`src/rtl/lsu_tlbwrdp_pkg.sv`:
```
// Shared definitions for the DTLB write datapath: STLB tag/data bit positions,
// TTE page-size encodings and the write-request state machine encoding.
package lsu_tlbwrdp_pkg;

   localparam int STLB_TAG_W  = 59;
   localparam int STLB_DATA_W = 43;

   // STLB tag layout; bits 58:55 and 24 are unused
   localparam int STLB_TAG_PARITY      = 54;
   localparam int STLB_TAG_VA_47_21_HI = 53;
   localparam int STLB_TAG_VA_47_21_LO = 27;
   localparam int STLB_TAG_V           = 26;
   localparam int STLB_TAG_U           = 25;
   localparam int STLB_TAG_VA_20_13_HI = 23;
   localparam int STLB_TAG_VA_20_13_LO = 16;
   localparam int STLB_TAG_VA_27_22_V  = 15;
   localparam int STLB_TAG_VA_21_16_V  = 14;
   localparam int STLB_TAG_VA_15_13_V  = 13;
   localparam int STLB_TAG_CTXT_HI     = 12;
   localparam int STLB_TAG_CTXT_LO     = 0;

   // V is left out of the read-side parity so a demap can clear it in place
   localparam logic [STLB_TAG_W-1:0] STLB_TAG_PARITY_MASK =
      ~((59'd1 << STLB_TAG_PARITY) | (59'd1 << STLB_TAG_V) | (59'd1 << 24));

   // STLB data layout; bits 12:10 and 0 are unused
   localparam int STLB_DATA_PARITY        = 42;
   localparam int STLB_DATA_NFO           = 41;
   localparam int STLB_DATA_IE            = 40;
   localparam int STLB_DATA_PA_39_13_HI   = 39;
   localparam int STLB_DATA_PA_39_13_LO   = 13;
   localparam int STLB_DATA_27_22_SEL     = 9;
   localparam int STLB_DATA_21_16_SEL     = 8;
   localparam int STLB_DATA_15_13_SEL     = 7;
   localparam int STLB_DATA_L             = 6;
   localparam int STLB_DATA_W_BIT         = 1;

   localparam logic [2:0] PGSZ_8K   = 3'b000;
   localparam logic [2:0] PGSZ_64K  = 3'b001;
   localparam logic [2:0] PGSZ_4M   = 3'b011;
   localparam logic [2:0] PGSZ_256M = 3'b101;

   typedef enum logic [1:0] {
      ST_IDLE = 2'd0,
      ST_FMT  = 2'd1,
      ST_REQ  = 2'd2
   } wr_state_e;

endpackage

```
`src/rtl/lsu_tte_fmt.sv`:
```
// Combinational TTE formatter: architectural 64-bit TTE plus tag-access value
// into STLB tag/data words with mux selects, valid masks and parity.
module lsu_tte_fmt
   import lsu_tlbwrdp_pkg::*;
(
   input  logic [63:0]            tte,
   input  logic [63:0]            tag_acc,
   output logic [STLB_TAG_W-1:0]  tag,
   output logic [STLB_DATA_W-1:0] data,
   output logic                   sz_err
);

   logic [2:0] sz;
   logic [2:0] sel;
   logic       unused_fmt_bits;

   assign sz = {tte[48], tte[62:61]};
   assign unused_fmt_bits = ^{tte[58:49], tte[46:40], tte[12:7], tte[0], tag_acc[63:48]};

   always_comb begin
      sel    = 3'b000;
      sz_err = 1'b0;
      case (sz)
         PGSZ_8K:   sel = 3'b000;
         PGSZ_64K:  sel = 3'b001;
         PGSZ_4M:   sel = 3'b011;
         PGSZ_256M: sel = 3'b111;
         default:   sz_err = 1'b1;
      endcase
   end

   always_comb begin
      data = '0;
      data[STLB_DATA_NFO] = tte[60];
      data[STLB_DATA_IE]  = tte[59];
      data[STLB_DATA_PA_39_13_HI:STLB_DATA_PA_39_13_LO] = tte[39:13];
      data[STLB_DATA_27_22_SEL] = sel[2];
      data[STLB_DATA_21_16_SEL] = sel[1];
      data[STLB_DATA_15_13_SEL] = sel[0];
      data[STLB_DATA_L:STLB_DATA_W_BIT] = tte[6:1];
      data[STLB_DATA_PARITY] = ^data[STLB_DATA_PARITY-1:0];
   end

   // VA bits below the page size are masked out of the compare
   always_comb begin
      tag = '0;
      tag[STLB_TAG_V] = tte[63];
      tag[STLB_TAG_U] = tte[47];
      tag[STLB_TAG_VA_47_21_HI:STLB_TAG_VA_47_21_LO] = tag_acc[47:21];
      tag[STLB_TAG_VA_20_13_HI:STLB_TAG_VA_20_13_LO] = tag_acc[20:13];
      tag[STLB_TAG_VA_27_22_V] = ~sel[2];
      tag[STLB_TAG_VA_21_16_V] = ~sel[1];
      tag[STLB_TAG_VA_15_13_V] = ~sel[0];
      tag[STLB_TAG_CTXT_HI:STLB_TAG_CTXT_LO] = tag_acc[12:0];
      tag[STLB_TAG_PARITY] = ^(tag & STLB_TAG_PARITY_MASK);
   end

endmodule

```
`src/rtl/lsu_tlbwrdp.sv`:
```
// DTLB write datapath: per-thread tag-access registers, TTE write accept,
// formatting stage and a held write request to the TLB array.
module lsu_tlbwrdp
   import lsu_tlbwrdp_pkg::*;
#(
   parameter int THREADS = 4,
   parameter int ENTRY_W = 6
)(
   input  logic                   rclk,
   input  logic                   reset,
   input  logic [1:0]             asi_tid,
   input  logic [63:0]            asi_wr_data,
   input  logic                   asi_tag_acc_we,
   input  logic                   asi_data_in_we,
   input  logic                   asi_data_acc_we,
   input  logic [ENTRY_W-1:0]     asi_entry_idx,
   input  logic                   tlb_wr_ack,
   output logic                   tlb_wr_vld,
   output logic [STLB_TAG_W-1:0]  tlb_wr_tte_tag,
   output logic [STLB_DATA_W-1:0] tlb_wr_tte_data,
   output logic                   tlb_wr_idx_vld,
   output logic [ENTRY_W-1:0]     tlb_wr_entry_idx,
   output logic                   tlb_wr_busy,
   output logic                   tlb_wr_done,
   output logic [1:0]             tlb_wr_done_tid,
   output logic                   tlb_wr_sz_err
);

   wr_state_e              state;
   wr_state_e              state_nxt;
   logic [63:0]            tag_acc [THREADS];
   logic [63:0]            cap_tte;
   logic [63:0]            cap_tag_acc;
   logic [1:0]             cap_tid;
   logic [STLB_TAG_W-1:0]  fmt_tag;
   logic [STLB_DATA_W-1:0] fmt_data;
   logic                   fmt_sz_err;
   logic                   accept;

   assign accept = (state == ST_IDLE) && (asi_data_in_we || asi_data_acc_we);

   always_ff @(posedge rclk) begin
      if (reset) begin
         for (int t = 0; t < THREADS; t++) begin
            tag_acc[t] <= '0;
         end
      end else if (asi_tag_acc_we) begin
         tag_acc[asi_tid] <= asi_wr_data;
      end
   end

   always_comb begin
      state_nxt = state;
      case (state)
         ST_IDLE: if (accept) state_nxt = ST_FMT;
         ST_FMT:  state_nxt = ST_REQ;
         ST_REQ:  if (tlb_wr_ack) state_nxt = ST_IDLE;
         default: state_nxt = ST_IDLE;
      endcase
   end

   // The tag-access snapshot reads the register before any same-cycle update
   always_ff @(posedge rclk) begin
      if (reset) begin
         state            <= ST_IDLE;
         cap_tte          <= '0;
         cap_tag_acc      <= '0;
         cap_tid          <= '0;
         tlb_wr_idx_vld   <= 1'b0;
         tlb_wr_entry_idx <= '0;
         tlb_wr_tte_tag   <= '0;
         tlb_wr_tte_data  <= '0;
         tlb_wr_sz_err    <= 1'b0;
      end else begin
         state <= state_nxt;
         if (accept) begin
            cap_tte          <= asi_wr_data;
            cap_tag_acc      <= tag_acc[asi_tid];
            cap_tid          <= asi_tid;
            tlb_wr_idx_vld   <= asi_data_acc_we;
            tlb_wr_entry_idx <= asi_data_acc_we ? asi_entry_idx : '0;
         end
         if (state == ST_FMT) begin
            tlb_wr_tte_tag  <= fmt_tag;
            tlb_wr_tte_data <= fmt_data;
            if (fmt_sz_err) tlb_wr_sz_err <= 1'b1;
         end
      end
   end

   lsu_tte_fmt u_fmt (
      .tte     (cap_tte),
      .tag_acc (cap_tag_acc),
      .tag     (fmt_tag),
      .data    (fmt_data),
      .sz_err  (fmt_sz_err)
   );

   assign tlb_wr_vld      = (state == ST_REQ);
   assign tlb_wr_busy     = (state != ST_IDLE);
   assign tlb_wr_done     = (state == ST_REQ) && tlb_wr_ack && !reset;
   assign tlb_wr_done_tid = tlb_wr_done ? cap_tid : 2'b00;

endmodule

```
`config.mk`:
```
export PLATFORM = sky130hd
export DESIGN_NAME = lsu_tlbwrdp
export DESIGN_NICKNAME = d
export VERILOG_FILES = /design/src/rtl/lsu_tlbwrdp_pkg.sv /design/src/rtl/lsu_tte_fmt.sv /design/src/rtl/lsu_tlbwrdp.sv
export SDC_FILE = /design/constraint.sdc
export NUM_CORES = 1
export LEC_CHECK = 0
export CORE_MARGIN = 5
export CORE_UTILIZATION = 39
export DETAILED_ROUTE_END_ITERATION = 10
export SLEW_MARGIN = 20
export SYNTH_ARGS = -nofsm -noshare
export SYNTH_HDL_FRONTEND = slang
export SYNTH_SLANG_ARGS = --single-unit
```
`constraint.sdc`:
```
create_clock -name rclk -period 3.5 [get_ports rclk]
set_input_delay 0.7 -clock rclk [delete_from_list [all_inputs] [get_ports rclk]]
set_output_delay 0.7 -clock rclk [all_outputs]
set_load 0.05 [all_outputs]
```
==> metrics.cfg <==
[status]
status = finished, final reports clean

[clock_tree]
clk_pin_slew_ns = 0.06
cts-root-buf = clkbuf_16
ctsHoldBuffers = 0
clk_latency_ns = 0.55
cts_setup_buffers = 0
cts_buffers = 41
htreeDepth = 2
cts_resized = 0
clock_sinks = 385
cts_tree = done
clock_path_buffers = 3

[drt]
routed_via_density = 4.94
drc_errors = 0
vias = 10400
dr.pass1.iters = 5
wl_per_cell_um = 19.1
wirelength_mm = 40.3
drtAntennaViolNets = 0
drt-initial-drc-count = 600

[power]
p_per_area_mw_per_mm2 = 584
ir_drop_v = 0.000339
leakagePower_uw = 0.00677

[timing]
holdWs_ns = 0.393
relSlewSlack_pct = 45.6
tightestPinTransition_ns = 0.816
fin_ws_ns = 0.450
layout_min_cycle_time_ns = 3.05
fin_setup_tns_ns = 0
skew_ns = 0.0173
slew_viol_final = 0
hold_viol_final = 0
setup_viol = 0
final.period_utilization_pct = 87.1
rsz0062_at_grt = false
clock.fmax_mhz = 328

[cells_and_area]
drive_above_1_share_pct = 9.93
final_cell_area_mm2 = 0.0193
final_cell_mix = nand2_1, and2_1, dfxtp_1, edfxtp_1, a21oi_1
layout_commonest_cell = nand2_1
nNetsFinal = 1627
areaGrowthSynthToFinish_pct = 23.1

[placed_design]
gp_congestion = 0.741
place_area_mm2 = 0.0180
place_ws_ns = 0.518
numPortBuffers = 173
dp_hpwl_mm = 24.6

[grt]
grt_pass1_vias = 10500
antenna_found_initial = 2
grtUsageTotal_pct = 18.0
grt_max_degree = 92
grt_overflow = 0
grt_pass1_wl_mm = 62.2

[setup_path]
path_cells = nor2b_1 -> and3b_1 -> and2_1 -> clkdlybuf4s50_1
worstPathRequired_ns = 2.80
cp_slowest_cell = clkdlybuf4s50_1
r2r_start = cap_tte[1]
ff2ff_path_depth = 6
r2r-end = tlb_wr_tte_data[42]
worstPathMaxFanout = 4
critPathLaunchType = flip-flop
rrSetupSlack_ns = 1.42
critPathCaptureType = output port
cpPeakStageDelay_ns = 0.80
critical_path_arrival_ns = 2.35
worstSetupPathType = reg -> out

[yosys]
synth_top_family_by_area = simple AND/OR/NAND/NOR gates
synth.distinct_cells = 32
synthCells = 1400
synthesis.area_mm2 = 0.0157
synth_top_area_cell = edfxtp_1
yosysTopAreaCellShare_pct = 36.8
synth_ff_type = dfxtp_1
ys_seq_elements = 385
synthTopCellsByArea = edfxtp_1, dfxtp_1, nand2_1
synth_edf_count = 192
ys_seq_area_share_pct = 61.4
synth-simple-area-share_pct = 17.5
async_flop_share_pct = 0
synth-warning-count = 0
synth_xor_area_share_pct = 4.94
synth_compound_area_share_pct = 6.35
avgSynthCellArea_um2 = 11.2
muxShareOfSynthArea_pct = 6.90
synth_adder_area_share_pct = 0.0639

[worst_hold_path]
hold_end = cap_tag_acc[42]
hp-start = reset
min_path_cells = 2
hp-class = in -> reg

[die]
row_count = 73
coreArea_mm2 = 0.0397
die-area_mm2 = 0.0443
ios = 193
dieHeight_um = 210
die_w_um = 210
initial_core_util_pct = 39.4

[job]
max-cap-violations = 0

## worst max-delay path by stage
stage / start / end / slack, ns
floorplan: asi_tid[1] / tag_acc[2][0] / 0.49
global placement: tlb_wr_ack / tlb_wr_done_tid[1] / 0.52
detailed placement: tlb_wr_ack / tlb_wr_done_tid[1] / 0.52
CTS: state[1] / tlb_wr_done_tid[1] / 0.43
global route: state[1] / tlb_wr_done_tid[1] / 0.32
finish: state[1] / tlb_wr_done_tid[1] / 0.45
## synth_stat cells, types with 2 or more instances
cell type and instances:
and2_1 195, xnor3_1 3, edfxtp_1 192, buf_4 9, xnor2_2 2, mux4_2 48
dfxtp_1 193, nand2_1 352, xnor2_1 67, clkbuf_1 83, nor2b_1 3, nand2b_1 3
buf_2 5, a21oi_1 182, nor3b_1 3, or2_1 3, nor2_1 20, a22oi_1 6
buf_1 6, nor3_1 4, xor2_1 10
## layout make-up
class                      count  area (um2)
antenna                        2        5.00
clock buffer                  59        1230
clock inverter                16        76.3
fill                        3659       20400
inverter                       2        7.51
multi-input combinational    918        5700
sequential                   385        9630
tap                          525         657
timing repair buffer         201        2000
## report_power, final
group / internal [uW] / total, uW / switching [uW]
Sequential: 5060 / 5220 / 164
Clock: 2440 / 4190 / 1750
Combinational: 795 / 1860 / 1060
## stage by stage
stage / utilization, % / cells / total power [uW]
after floorplan: - / 1408 / 6570
after global placement: 45.2 / 2030 / 7170
after detailed placement: 45.2 / 2030 / 7200
after CTS: 48.5 / 2105 / 11400
after global routing: 48.6 / 2106 / 11700
final: 48.6 / 2108 / 11300
## logic make-up after synthesis
kind of cell,Yosys count
buffers and inverters,105
XOR/XNOR,82
multiplexers,48
AND/OR/NAND/NOR,586
other,1
flip-flops,385
adder cells (fa/ha/maj),1
AO/OA/AOI/OAI,192
## per-layer routing
layer  track usage [%]  wire length (um)  vias up
met5                 0                 0        -
met4              4.81               827        0
met3              3.59              2250       58
met2              30.3             19800      227
met1              24.0             17400     5111
li1                  -                 -     5011
## state kept, by name (all words and copies together) (netlist names)
register,count
state,2
tlb_wr_sz_err,1
tlb_wr_entry_idx,6
tag_acc,192
tlb_wr_idx_vld,1
cap_tte,40
tlb_wr_tte_tag,54
tlb_wr_tte_data,39
cap_tag_acc,48
cap_tid,2
## worst max-delay path, delay by kind of cell, from the launching register on
kind	cells	cell delay, ns
flip-flops	1	0.41
buffers and inverters	1	0.80
AND/OR/NAND/NOR	3	0.59
Note: power is estimated with default switching activity, not from simulation.
